$ cat config.mk
export PLATFORM = sky130hd
export DESIGN_NAME = cam_mac_bank
export DESIGN_NICKNAME = d
export VERILOG_FILES = /design/src/rtl/cam_mac_pkg.sv /design/src/rtl/cam_prio_enc.sv /design/src/rtl/cam_mac_bank.sv
export SDC_FILE = /design/constraint.sdc
export NUM_CORES = 1
export LEC_CHECK = 0
export BUFFER_PORTS_ARGS = -buffer_cell sky130_fd_sc_hd__buf_2
export CORE_MARGIN = 10
export CORE_UTILIZATION = 35
export DETAILED_ROUTE_END_ITERATION = 6
export PLACE_DENSITY = 0.6
export SYNTH_ARGS = -nofsm -noshare
export SYNTH_HDL_FRONTEND = slang
export SYNTH_HIERARCHICAL = 1
export SYNTH_SLANG_ARGS = --single-unit
$ cat constraint.sdc
create_clock -name i_clk -period 1.87 [get_ports i_clk]
set_input_delay 0.374 -clock i_clk [delete_from_list [all_inputs] [get_ports i_clk]]
set_output_delay 0.374 -clock i_clk [all_outputs]
set_load 0.02 [all_outputs]
$ cat src/rtl/cam_mac_pkg.sv
// Shared types and default geometry for the CAM/MAC storage bank.
package cam_mac_pkg;

  typedef enum logic [1:0] {
    MODE_MAC    = 2'd0,
    MODE_CAM    = 2'd1,
    MODE_SWITCH = 2'd2
  } mode_e;

  localparam int DEF_ROWS    = 4;
  localparam int DEF_WORD_W  = 8;
  localparam int DEF_QUERY_W = 4;

  // Index width, kept at least 1 so a single-row bank still has a legal port.
  function automatic int calc_addr_w(input int rows);
    return (rows > 1) ? $clog2(rows) : 1;
  endfunction

  localparam int DEF_ADDR_W = calc_addr_w(DEF_ROWS);

endpackage

$ cat src/rtl/cam_prio_enc.sv
// Lowest-index priority encoder over a per-row match vector.
module cam_prio_enc
  import cam_mac_pkg::*;
#(
  parameter int ROWS  = DEF_ROWS,
  parameter int IDX_W = calc_addr_w(ROWS)
) (
  input  logic [ROWS-1:0]  i_vec,
  output logic             o_hit,
  output logic [IDX_W-1:0] o_idx
);

  // Scan from the top so the lowest set bit is the last to win.
  always_comb begin
    o_hit = |i_vec;
    o_idx = '0;
    for (int r = ROWS - 1; r >= 0; r--) begin
      o_idx = i_vec[r] ? IDX_W'(r) : o_idx;
    end
  end

endmodule

$ cat src/rtl/cam_mac_bank.sv
// Storage bank with MAC read/write mode and CAM key-search mode; every
// response is registered one cycle after the command.
module cam_mac_bank
  import cam_mac_pkg::*;
#(
  parameter int ROWS    = DEF_ROWS,
  parameter int WORD_W  = DEF_WORD_W,
  parameter int QUERY_W = DEF_QUERY_W,
  localparam int ADDR_W = calc_addr_w(ROWS)
) (
  input  logic              i_clk,
  input  logic              i_rst,
  input  logic              i_cs,
  input  logic              i_mac_en,
  input  logic              i_w_en,
  input  logic              i_read_bar,
  input  logic [ADDR_W-1:0] i_addr,
  input  logic [WORD_W-1:0] i_word,
  input  logic [QUERY_W-1:0] i_query,
  output logic [WORD_W-1:0] o_rdata,
  output logic              o_rvalid,
  output logic [ROWS-1:0]   o_match,
  output logic              o_hit,
  output logic [ADDR_W-1:0] o_hit_idx,
  output logic              o_mvalid,
  output logic              o_busy
);

  mode_e             r_state;
  mode_e             w_next;
  logic [WORD_W-1:0] r_mem [ROWS];
  logic              r_rvalid, r_mvalid, r_hit, r_busy;
  logic [WORD_W-1:0] r_rdata;
  logic [ROWS-1:0]   r_match;
  logic [ADDR_W-1:0] r_hit_idx;

  logic              w_do_write, w_do_read, w_do_search;
  logic              w_addr_ok;
  logic [WORD_W-1:0] w_rd_word, w_rd_data;
  logic [ROWS-1:0]   w_match;
  logic              w_hit;
  logic [ADDR_W-1:0] w_hit_idx;

  // Mode sequencing: any disagreement between mode and MAC_en costs one settle cycle.
  always_comb begin
    w_next = r_state;
    case (r_state)
      MODE_MAC:    w_next = i_mac_en ? MODE_MAC : MODE_SWITCH;
      MODE_CAM:    w_next = i_mac_en ? MODE_SWITCH : MODE_CAM;
      MODE_SWITCH: w_next = i_mac_en ? MODE_MAC : MODE_CAM;
      default:     w_next = i_mac_en ? MODE_MAC : MODE_CAM;
    endcase
  end

  // Commands only fire when the mode is settled and agrees with MAC_en.
  always_comb begin
    w_do_write  = i_cs && (r_state == MODE_MAC) && i_mac_en && i_w_en;
    w_do_read   = i_cs && (r_state == MODE_MAC) && i_mac_en && !i_w_en;
    w_do_search = i_cs && (r_state == MODE_CAM) && !i_mac_en;
  end

  // Row read mux and per-row key compare; unmatched addresses read as zero.
  always_comb begin
    w_rd_word = '0;
    w_addr_ok = 1'b0;
    w_match   = '0;
    for (int r = 0; r < ROWS; r++) begin
      w_rd_word  = (i_addr == ADDR_W'(r)) ? r_mem[r] : w_rd_word;
      w_addr_ok  = w_addr_ok | (i_addr == ADDR_W'(r));
      w_match[r] = (r_mem[r][QUERY_W-1:0] == i_query);
    end
    if (w_addr_ok) begin
      w_rd_data = i_read_bar ? ~w_rd_word : w_rd_word;
    end else begin
      w_rd_data = '0;
    end
  end

  cam_prio_enc #(.ROWS(ROWS), .IDX_W(ADDR_W)) u_prio (
    .i_vec (w_match),
    .o_hit (w_hit),
    .o_idx (w_hit_idx)
  );

  // State register; reset lands directly in the mode MAC_en asks for.
  always_ff @(posedge i_clk) begin
    if (i_rst) begin
      r_state <= i_mac_en ? MODE_MAC : MODE_CAM;
    end else begin
      r_state <= w_next;
    end
  end

  // Storage array.
  always_ff @(posedge i_clk) begin
    if (i_rst) begin
      for (int r = 0; r < ROWS; r++) r_mem[r] <= '0;
    end else begin
      for (int r = 0; r < ROWS; r++) begin
        if (w_do_write && (i_addr == ADDR_W'(r))) r_mem[r] <= i_word;
      end
    end
  end

  // Output registers: pulses every cycle, data/results hold until replaced.
  always_ff @(posedge i_clk) begin
    if (i_rst) begin
      r_rdata   <= '0;
      r_rvalid  <= 1'b0;
      r_match   <= '0;
      r_hit     <= 1'b0;
      r_hit_idx <= '0;
      r_mvalid  <= 1'b0;
      r_busy    <= 1'b0;
    end else begin
      r_rvalid <= w_do_read;
      r_mvalid <= w_do_search;
      r_busy   <= (w_next == MODE_SWITCH);
      if (w_do_read) r_rdata <= w_rd_data;
      if (w_do_search) begin
        r_match   <= w_match;
        r_hit     <= w_hit;
        r_hit_idx <= w_hit_idx;
      end
    end
  end

  assign o_rdata   = r_rdata;
  assign o_rvalid  = r_rvalid;
  assign o_match   = r_match;
  assign o_hit     = r_hit;
  assign o_hit_idx = r_hit_idx;
  assign o_mvalid  = r_mvalid;
  assign o_busy    = r_busy;

endmodule

# Word level (Yosys, flattened, before mapping)
# Memory sizes are Yosys's and may differ from the RTL's.
# Cells that the tools add are included.
# word_totals
reg_bits	20
memories	1
ramBits	32
output_inout_bits	18
word_cells	74
input_bits	20
# op_classes
reduce_logical	15
n_eq_ne	9
n_mux	33
bitwise_logic	8
# memory_table
name	depth	word_bits	rd	rd_ports_with_merged_regs	wr	line_no	text
r_mem	4	8	4	0	4	cam_mac_bank.sv:31	logic [WORD_W-1:0] r_mem [ROWS];
# ops
op	count
8-bit 2-to-1 mux	10
4-bit equality test	4
1-bit 2-to-1 mux	15
2-bit 2-to-1 mux	7
1-bit logical AND	10
8-bit inverter	1
1-bit OR	7
2-bit equality test (second input constant)	3
2-bit by 1-bit equality test with 1-bit output (second input constant)	2
2-bit zero test	2
2-bit case mux with 2 select lines	1
4-bit OR reduction	1
1-bit zero test	2

# Logic depth before layout (Yosys ltp)
# Gate-level depths: netlist of run 1.
# depth
depth_word	9
mapped_depth	6
depth_no_buf	6

# By module
# The synthesis of run 1 kept the hierarchy.
# by_module_without_submodules
mod	instances	cells_each	area_each_um2	seq_area_each_um2
cam_mac_bank	1	181	2404.8	1361.3
cam_prio_enc	1	7	35.0	0.0

# Least setup slack after synthesis of run 1
# Ideal clock, no wire load.
# synth_timing
path_type	register -> register
from	register r_state[1]
to	memory r_mem[0][0] (netlist bit), enable pin
path_stages_with_launch	4
required_ps	1483
setup_slack_ps	34
path_buffers	0
arrival_ps	1449
cell_sequence	dfxtp_1 -> and4bb_2 -> nand2_2 -> o31ai_1
# synth_lines
item	line_no	text
start: declaration	cam_mac_bank.sv:29	mode_e r_state;
start signal: assignment	cam_mac_bank.sv:88	r_state <= i_mac_en ? MODE_MAC : MODE_CAM;
start signal: assignment	cam_mac_bank.sv:90	r_state <= w_next;
end: declaration	cam_mac_bank.sv:31	

==> results of run 1 <==
synth_stat cells, drive strengths merged:
library cell / instances
nor2: 18
nand2b: 3
clkbuf: 2
mux4: 8
nor3: 7
nor2b: 1
nand2: 3
a211oi: 8
xor2: 17
dfxtp: 20
inv: 2
nor4: 5
and2: 34
buf: 6
mux2i: 7
and4bb: 1
o31ai: 1
xnor2: 8
o21ai: 3
edfxtp: 32
a21oi: 1
nor4bb: 1
metal layers:
metal	global-route usage [%]	wire (um)
met4	3.32	48
met3	2.99	307
met5	0	0
met1	12.6	2240
met2	16.6	2490
area by class of cell:
type	count	area (um2)
fillers	642	3870
flip-flops and latches	52	1360
multi-input cells	126	1020
repair buffers	52	298
well taps	96	120
clock buffers	6	72.6
clock inverters	2	38.8
inverters	2	7.51
sequential cells by signal, summed over array words and instances, names as in the netlist:
register / cells
o_busy: 1
o_hit: 1
o_hit_idx: 2
o_match: 4
o_mvalid: 1
o_rdata: 8
o_rvalid: 1
r_mem: 32
r_state: 2
worst max-delay path, cell delays in order, from the launching register on:
cell and delay (ns):
dfxtp_1 0.36, and4bb_2 0.33, nand2_2 0.14, o21ai_0 0.30, buf_4 0.21
logic make-up (layout without fill, tap and decap cells):
kind of cell	Yosys count	after routing
xor+xnor	25	25
compound gates	13	13
buf+inv	10	62
mux	15	15
simple gates	73	73
flops	52	52
stage by stage:
step | util, % | total power, mW | cell area (um2)
6_report | 43.0 | 2.30 | 2920
5_1_grt | 43.0 | 2.40 | 2920
4_1_cts | 43.0 | 2.34 | 2920
3_5_place_dp | 41.3 | 1.56 | 2810
3_3_place_gp | 41.3 | 1.56 | 2810
2_1_floorplan | - | 1.46 | 2440
worst paths after layout:
kind             endpoint         start  slack, ns
min reg2reg  o_hit_idx[1]  o_hit_idx[1]       0.50
min            r_state[0]      i_mac_en       0.29
max           r_mem[3][0]    r_state[1]       0.25
max reg2reg   r_mem[3][0]    r_state[1]       0.25
power by group:
| part | total [mW] | switching, mW | internal [mW] |
|---|---|---|---|
| logic | 0.249 | 0.135 | 0.114 |
| clock network | 0.771 | 0.366 | 0.405 |
| registers | 1.28 | 0.0257 | 1.26 |
==> summary.md, run 1 <==
- **Global Route Usage Sum** 10.2%
- **post-synthesis share of cell area spent on and, or, nand and nor gates** 17.6%
- **period utilisation layout** 86.5%
- **post-DR wirelength/cell** 15.1 um
- **maximum vdd ir drop** 0.000304 V
- **total of warnings raised by yosys** 6
- **synthesized-area fraction occupied by ao, oa, aoi and oai cells** 3.74%
- **number of clock buffers inserted by TritonCTS** 5
- **top library cells by usage in the layout, fill and taps aside** buf_2 (37), and2_1 (34), edfxtp_1 (32)
- **outcome** completed
- **proportion of netlist area held by the largest area contributor** 39.4%
- **Die ar.** 0.0107 mm2
- **final cell count without fillers** 336
- **top-level I/O count** 38
- **Post-CTS Setup Repair Bufs** 0
- **gpl congestion** 0.825
- **register bit count reported by yosys** 52
- **WHS Path Cells** 2
- **antenna violations before repair** 0
- **number of cells produced by synthesis** 188
- **first-pass iteration count of the detailed router** 4
- **maximum fanout along the worst path** 8
- **final total negative setup slack** 0 ns
- **xor and xnor area share after synthesis** 8.97%
- **via density per instance** 4.49
- **largest buffer count on any clock path** 2
- **transition time of the tightest slew-check pin** 0.461 ns
- **areal power density over the cells** 789 mW/mm2
- **worst setup timing slack at the placement stage** 0.0900 ns
- **Cell Area, Synth** 0.00244 mm2
- **FP Rows** 30
- **Initial Util** 35.9%
- **count of hold-fix buffers inserted at cts** 0
- **I/O Buffers** 37
- **Core Area** 0.00679 mm2
- **fraction of the mapped netlist area in adder cells** 0%
- **classification of the worst setup path** reg -> reg
- **crit path setup slack, layout** 0.252 ns
- **sequential fraction of the synthesis area** 55.8%
- **maximum clock frequency** 618 MHz
- **path class of the lowest-slack min-delay path** in -> reg
- **largest area contributor in the synthesized netlist** edfxtp_1
- **post-synthesis to final-layout area growth** 19.7%
- **routed wire length** 5080 um
- **Critical Path End Type** flop
- **proportion of synthesized area in mux cells** 11.3%
- **final-layout worst hold slack** 0.291 ns
- **RSZ-0062 raised after global routing** no
- **Static Leak** 1.18 nW
- **Clock Pin Slew Worst Setup and Hold Paths** 0.09 ns
- **sort of element at the start of the critical path** flop
- **dominant combinational cell family by area after synthesis** simple AND/OR/NAND/NOR gates
- **Remaining Overflow, GRT** 0
- **vias in the first global route** 1571
- **final count of pins violating max slew** 0
- **Clock Latency Late Sink** 0.31 ns
- **final HPWL from detailed placement** 3870 um
- **number of violations reported at the end of detailed-routing iteration 0** 29
- **most common cell after layout, fill and taps aside** buf_2
- **remaining antenna violation count after routing** 0
- **global-route wire length before repair** 8230 um
- **number of placed instances, taps included** 328
- **TritonCTS clock tree** built
- **die boundary height** 103 um
- **number of H-tree levels** 2
- **Final Hold Vio Count** 0
- **number of cells traversed by the worst register-to-register path** 4
- **final setup vio count** 0
- **share of final-layout standard cells stronger than drive strength 1** 28.3%
- **nets in the synthesized netlist** 208
- **max-slew headroom at the worst pin** 69.0%
- **Worst Path Arrival** 1.65 ns
- **DR vias** 1507
- **ranking of synthesized cells by area** edfxtp_1 (39%), dfxtp_1 (16%), and2_1 (8.7%)
- **average cell area after synthesis** 13.0 um2
- **sinks on the clock net** 52
- **final critical delay including setup and external delays** 1.62 ns
- **horizontal extent of the die** 103 um
- **diode insertion count for antenna repair** 0
- **required time of the critical path** 1.90 ns
- **buffer cell driving the clock tree root** clkbuf_8
- **number of maximum-capacitance violations** 0
- **number of resized instances in the post-cts repair step** 0
- **Clock Skews** 0.0113 ns
- **maximum number of pins on one net before global-route repair** 18
- **Final nets** 259
- **drc violations** 0
- **Netlist cell types** 28
No activity file was read; power rests on OpenSTA's default activity.
==> inputs of run 2 (changes only) <==
Settings changed: CELL_PAD_IN_SITES_DETAIL_PLACEMENT set to 0, CELL_PAD_IN_SITES_GLOBAL_PLACEMENT set to 1, PLACE_DENSITY 0.6 to 0.7.
==> run 2 against run 1 <==
Final area is 0.56% lower; clock skew is 0.0011 ns lower; highest routed layer unchanged; critical endpoint is now r_mem[0][3]; largest cell class unchanged; routed wire length is 3.0% higher; combinational power is 2% higher; non-clock buffer count is 1 higher; critical path depth stayed put; core utilization is 0.24 points lower.
==> summary.md, run 2 (synthesis results as in run 1) <==
- **classification of the worst setup path** reg -> reg, unchanged
- **number of violations reported at the end of detailed-routing iteration 0** 66, was 29
- **sort of element at the start of the critical path** flop, unchanged
- **largest reg by FF count** r_mem, unchanged
- **remaining antenna violation count after routing** 0, unchanged
- **areal power density over the cells** 746 mW/mm2, was 789 mW/mm2
- **largest buffer count on any clock path** 2, unchanged
- **Remaining Overflow, GRT** 0, unchanged
- **Post-CTS Setup Repair Bufs** 0, unchanged
- **Worst Path Arrival** 1.59 ns, was 1.65 ns
- **top library cells by usage in the layout, fill and taps aside** buf_2 (37), and2_1 (34), edfxtp_1 (32), unchanged
- **maximum number of pins on one net before global-route repair** 18, unchanged
- **summed area of non-filler cells in the final layout** 0.00290 mm2, was 0.00292 mm2
- **TritonCTS clock tree** built, unchanged
- **worst reg-to-reg setup slack** 0.30 ns, was 0.25 ns
- **count of hold-fix buffers inserted at cts** 0, unchanged
- **final count of pins violating max slew** 0, unchanged
- **number of clock buffers inserted by TritonCTS** 5, unchanged
- **sinks on the clock net** 52, unchanged
- **busiest layer in global routing** met2, unchanged
- **via density per instance** 4.68, was 4.49
- **post-DR wirelength/cell** 15.5 um, was 15.1 um
- **maximum fanout along the worst path** 8, unchanged
- **required time of the critical path** 1.89 ns, was 1.90 ns
- **post-synthesis to final-layout area growth** 19.0%, was 19.7%
- **most common cell after layout, fill and taps aside** buf_2, unchanged
- **RSZ-0062 raised after global routing** no, unchanged
- **number of resized instances in the post-cts repair step** 0, unchanged
- **met1 track demand over resource in global routing** 11.5%, was 12.6%
- **crit path launch** r_state[1], unchanged
- **Clock Pin Slew Worst Setup and Hold Paths** 0.10 ns, was 0.09 ns
- **proportion of power drawn by flip-flops and latches** 59.2%, was 55.7%
- **antenna violations before repair** 0, unchanged
- **buffer cell driving the clock tree root** clkbuf_8, unchanged
- **horizontal extent of the die** 103 um, unchanged
- **Pwr Total** 2.17 mW, was 2.30 mW
- **I/O Buffers** 37, unchanged
- **startpoint of the tightest hold check path** i_mac_en, unchanged
- **maximum vdd ir drop** 0.000289 V, was 0.000304 V
- **final-layout worst hold slack** 0.283 ns, was 0.291 ns
- **max FFs per register** 32, unchanged
- **vias in the first global route** 1598, was 1571
- **Clock Skews** 0.0102 ns, was 0.0113 ns
- **maximum clock frequency** 636 MHz, was 618 MHz
- **die boundary height** 103 um, unchanged
- **FF-to-FF End** r_mem[0][3], was r_mem[3][0]
- **met2 usage** 17.4%, was 16.6%
- **final setup vio count** 0, unchanged
- **final HPWL from detailed placement** 3890 um, was 3870 um
- **max-slew headroom at the worst pin** 78.2%, was 69.0%
- **share of final-layout standard cells stronger than drive strength 1** 28.6%, was 28.3%
- **global-route wire length before repair** 8140 um, was 8230 um
- **DR vias** 1578, was 1507
- **Core Area** 0.00679 mm2, unchanged
- **Critical Path End Type** flop, unchanged
- **number of H-tree levels** 2, unchanged
- **WHS Path Cells** 2, unchanged
- **instance area after placement** 0.00282 mm2, was 0.00281 mm2
- **routed wire length** 5230 um, was 5080 um
- **top-level I/O count** 38, unchanged
- **Clock Latency Late Sink** 0.31 ns, about the same
- **period utilisation layout** 84.1%, was 86.5%
- **sw power** 534 uW, was 527 uW
- **final critical delay including setup and external delays** 1.57 ns, was 1.62 ns
- **drc violations** 0, unchanged
- **transition time of the tightest slew-check pin** 0.327 ns, was 0.461 ns
- **switching share of power** 24.6%, was 22.9%
- **RR Startpoint** r_state[1], unchanged
- **Global Route Usage Sum** 10.3%, was 10.2%
- **diode insertion count for antenna repair** 0, unchanged
- **gpl congestion** 0.768, was 0.825
- **Final nets** 260, was 259
- **Clk network pwr share** 29.1%, was 33.5%
- **number of cells traversed by the worst register-to-register path** 4, unchanged
- **portion of total power attributed to combinational logic** 11.7%, was 10.8%
- **first-pass iteration count of the detailed router** 4, unchanged
- **path class of the lowest-slack min-delay path** in -> reg, unchanged
- **number of maximum-capacitance violations** 0, unchanged
- **Final Hold Vio Count** 0, unchanged
- **final core occ** 42.7%, was 43.0%
- **internal power contribution** 1.63 mW, was 1.78 mW
- **FILL cells** 656, was 642
- **FP Rows** 30, unchanged
- **hold-critical path endpoint** r_state[0], unchanged
- **met3 layer usage reported by global route** 3.52%, was 2.99%
- **outcome** completed, unchanged
- **Static Leak** 1.16 nW, was 1.18 nW
- **Initial Util** 35.9%, unchanged
- **final total negative setup slack** 0 ns, unchanged
- **Die ar.** 0.0107 mm2, unchanged
[run 2: changes by cell type in the layout (fill, tap and decap cells not counted), sizes merged]
cell | before | now
inv | 3 | 2
clkinvlp | 0 | 2
buf | 52 | 53
clkinv | 0 | 1
bufinv | 1 | 0
clkbuf | 6 | 5
[run 2: worst max-delay path, cell delays in order, from the launching register on]
cell	delay, ns
dfxtp_1	0.36
and4bb_2	0.33
nand2_2	0.14
o31ai_1	0.22
buf_4	0.23
[run 2: how the worst max path moves through the flow]
stage                             end  slack, ns
after CTS                 r_mem[0][1]       0.30
after detailed placement   o_rdata[0]       0.12
after floorplan           r_mem[0][0]       0.03
after global placement     o_rdata[1]       0.15
after global routing      r_mem[0][1]       0.17
final                     r_mem[0][3]       0.30
[run 2: layer usage]
| layer | vias up | routed length [um] |
|---|---|---|
| met5 | - | 0 |
| met2 | 40 | 2580 |
| met1 | 757 | 2160 |
| li1 | 775 | - |
| met3 | 6 | 400 |
| met4 | 0 | 87 |
[run 2: cell type report]
class	instances	area, um2	area share, %
multi-input combinational	126	1020	35.2
clock inverter	3	18.8	0.646
clock buffer	5	68.8	2.37
timing repair buffer	53	305	10.5
tap	96	120	4.14
sequential	52	1360	46.9
inverter	2	7.51	0.259
[run 2: stage by stage]
step,cells,worst slack (ns)
6_report,337,0.297
5_1_grt,337,0.169
4_1_cts,337,0.296
3_5_place_dp,329,0.120
3_3_place_gp,329,0.152
2_1_floorplan,188,0.0340
[run 2: power by group through the flow]
stage	clock network [mW]	logic (mW)	registers [mW]
2_1_floorplan	0	0.148	1.32
3_3_place_gp	0	0.253	1.31
3_5_place_dp	0	0.257	1.31
4_1_cts	0.651	0.258	1.28
5_1_grt	0.696	0.280	1.29
6_report	0.630	0.253	1.28
==> inputs of run 3 (changes only) <==
Settings changed: PLACE_DENSITY 0.7 to 0.67.
Clock period 1.87 ns to 1.6 ns, I/O delays scaled along.
==> run 3 against run 2 <==
Worst hold slack worse by 0.0035 ns; largest power group unchanged; flip-flop and latch count unchanged; highest routed layer unchanged; die area is the same; critical path type unchanged; non-clock buffer count rose by 9; register-to-register slack got worse by 0.24 ns; combinational power increased by 31%; clock-buffer cell count is the same; final cell count grew 2.7%; critical path depth rose by 1; core utilization grew 1.9 points; fmax is 1.8% higher; sequential power rose by 16%.
==> summary.md, run 3 (synthesis results as in run 1) <==
- **hold-critical path endpoint** r_state[0], unchanged
- **number of clock buffers inserted by TritonCTS** 5, unchanged
- **final setup vio count** 0, unchanged
- **final HPWL from detailed placement** 3950 um, was 3890 um
- **I/O Buffers** 37, unchanged
- **buffer cell driving the clock tree root** clkbuf_8, unchanged
- **post-synthesis to final-layout area growth** 24.3%, was 19.0%
- **sinks on the clock net** 52, unchanged
- **WHS Path Cells** 3, was 2
- **FP Rows** 30, unchanged
- **diode insertion count for antenna repair** 0, unchanged
- **routed wire length** 5330 um, was 5230 um
- **Critical Path End Type** flop, unchanged
- **highest metal layer with signal wires** met4, unchanged
- **path class of the lowest-slack min-delay path** in -> reg, unchanged
- **number of cells traversed by the worst register-to-register path** 5, was 4
- **dominant cell type by count on the critical path** buf_4
- **worst setup timing slack at the placement stage** -0.0986 ns, was 0.120 ns
- **maximum vdd ir drop** 0.000322 V, was 0.000289 V
- **die boundary height** 103 um, unchanged
- **top library cells by usage in the layout, fill and taps aside** buf_2 (37), and2_1 (34), edfxtp_1 (32), unchanged
- **post-DR wirelength/cell** 15.4 um, was 15.5 um
- **largest reg by FF count** r_mem, unchanged
- **number of H-tree levels** 2, unchanged
- **maximum fanout along the worst path** 8, unchanged
- **final critical delay including setup and external delays** 1.55 ns, was 1.57 ns
- **final core occ** 44.6%, was 42.7%
- **first-pass iteration count of the detailed router** 5, was 4
- **outcome** completed, unchanged
- **chain of cells forming the critical path** and4bb_2 > nand2_4 > buf_4 > o31ai_4 > buf_4, was and4bb_2 > nand2_2 > o31ai_1 > buf_4
- **maximum clock frequency** 647 MHz, was 636 MHz
- **final total negative setup slack** 0 ns, unchanged
- **classification of the worst setup path** reg -> reg, unchanged
- **share of final-layout standard cells stronger than drive strength 1** 32.8%, was 28.6%
- **DR vias** 1585, was 1578
- **worst reg-to-reg setup slack** 0.05 ns, was 0.30 ns
- **wire length on met2** 2550 um, was 2580 um
- **sort of element at the start of the critical path** flop, unchanged
- **most common cell after layout, fill and taps aside** buf_2, unchanged
- **remaining antenna violation count after routing** 0, unchanged
- **gpl congestion** 0.752, was 0.768
- **met3 WL** 253 um, was 400 um
- **transition time of the tightest slew-check pin** 0.425 ns, was 0.327 ns
- **crit path launch** r_state[0], was r_state[1]
- **areal power density over the cells** 896 mW/mm2, was 746 mW/mm2
- **number of maximum-capacitance violations** 0, unchanged
- **maximum number of pins on one net before global-route repair** 19, was 18
- **Initial Util** 35.9%, unchanged
- **max FFs per register** 32, unchanged
- **via density per instance** 4.58, was 4.68
- **horizontal extent of the die** 103 um, unchanged
- **drc violations** 0, unchanged
- **cell with the biggest individual delay on the critical path** and4bb_2, was dfxtp_1
- **TritonCTS clock tree** built, unchanged
- **detailed-route wire length on metal 1** 2460 um, was 2160 um
- **final count of pins violating max slew** 0, unchanged
- **required time of the critical path** 1.62 ns, was 1.89 ns
- **RSZ-0062 raised after global routing** yes, was no
- **vias in the first global route** 1643, was 1598
- **startpoint of the tightest hold check path** i_mac_en, unchanged
- **RR Startpoint** r_state[0], was r_state[1]
- **Clock Pin Slew Worst Setup and Hold Paths** 0.10 ns, about the same
- **FF-to-FF End** r_mem[0][0], was r_mem[0][3]
- **final-layout worst hold slack** 0.280 ns, was 0.283 ns
- **crit path setup slack, layout** 0.0541 ns, was 0.297 ns
- **largest buffer count on any clock path** 2, unchanged
- **Final Hold Vio Count** 0, unchanged
- **Core Area** 0.00679 mm2, unchanged
- **Clock Skews** 0.00826 ns, was 0.0102 ns
- **Clock Latency Late Sink** 0.31 ns, about the same
- **top-level I/O count** 38, unchanged
- **period utilisation layout** 96.6%, was 84.1%
- **antenna violations before repair** 0, unchanged
- **Largest stage delay, worst path** 0.34 ns, was 0.36 ns
- **Pwr Total** 2.72 mW, was 2.17 mW
- **Worst Path Arrival** 1.56 ns, was 1.59 ns
- **Final nets** 269, was 260
- **Die ar.** 0.0107 mm2, unchanged
- **global-route wire length before repair** 8590 um, was 8140 um
- **max-slew headroom at the worst pin** 71.4%, was 78.2%
- **Remaining Overflow, GRT** 0, unchanged
- **Global Route Usage Sum** 10.5%, was 10.3%
- **number of violations reported at the end of detailed-routing iteration 0** 96, was 66
- **Static Leak** 1.23 nW, was 1.16 nW
==> run 3: cell count changes in the layout (fill, tap and decap cells not counted), sizes merged <==
cell and delta:
buf +9, clkinvlp -2, bufinv +1, clkinv +1
==> run 3: layout make-up <==
type | count | area, um2
fillers | 659 | 3760
flip-flops and latches | 52 | 1360
multi-input cells | 126 | 1060
repair buffers | 62 | 373
well taps | 96 | 120
clock buffers | 5 | 68.8
clock inverters | 3 | 37.5
inverters | 2 | 7.51
==> run 3: metrics by stage <==
stage	std cells	instance area [um2]
after floorplan	188	2440
final	346	3030
after CTS	345	3000
after detailed placement	337	2880
after global placement	337	2880
after global routing	346	3030
==> run 3: worst max-delay path: cells and delay by family (launching register included) <==
| kind | cells | cell delay (ns) |
|---|---|---|
| AO/OA/AOI/OAI | 1 | 0.15 |
| buffers and inverters | 2 | 0.35 |
| flip-flops | 1 | 0.33 |
| AND/OR/NAND/NOR | 2 | 0.42 |
==> run 3: report_power, final <==
group	total, mW	switching [mW]	internal, mW
Clock	0.891	0.435	0.456
Sequential	1.49	0.0241	1.47
Combinational	0.331	0.179	0.152
Total	2.72	0.638	2.08
==> run 3: worst max path at each step <==
| stage | end | slack (ns) | cells past startpoint |
|---|---|---|---|
| after floorplan | r_mem[1][0] | -0.19 | 3 |
| after global placement | o_rdata[2] | -0.09 | 4 |
| after detailed placement | o_rdata[2] | -0.1 | 4 |
| after CTS | r_mem[0][1] | 0.02 | 5 |
| after global routing | r_mem[0][4] | -0.007 | 5 |
| final | r_mem[0][0] | 0.05 | 5 |
==> run 3: repair_timing <==
action / CTS / global route
gates cloned: 0 / 0
pin swaps: 0 / 6
setup buffers: 0 / 1
setup endpoints to repair: 8 / 22
gates resized for setup: 1 / 7
hold endpoints to repair: 0 / 0
hold buffers: 0 / 0
==> run 3: per-layer routing <==
layer,GRT usage [%],vias up
met1,13.2,754
met3,2.86,7
met2,17.2,29
li1,-,795
met5,0,-
met4,3.53,0
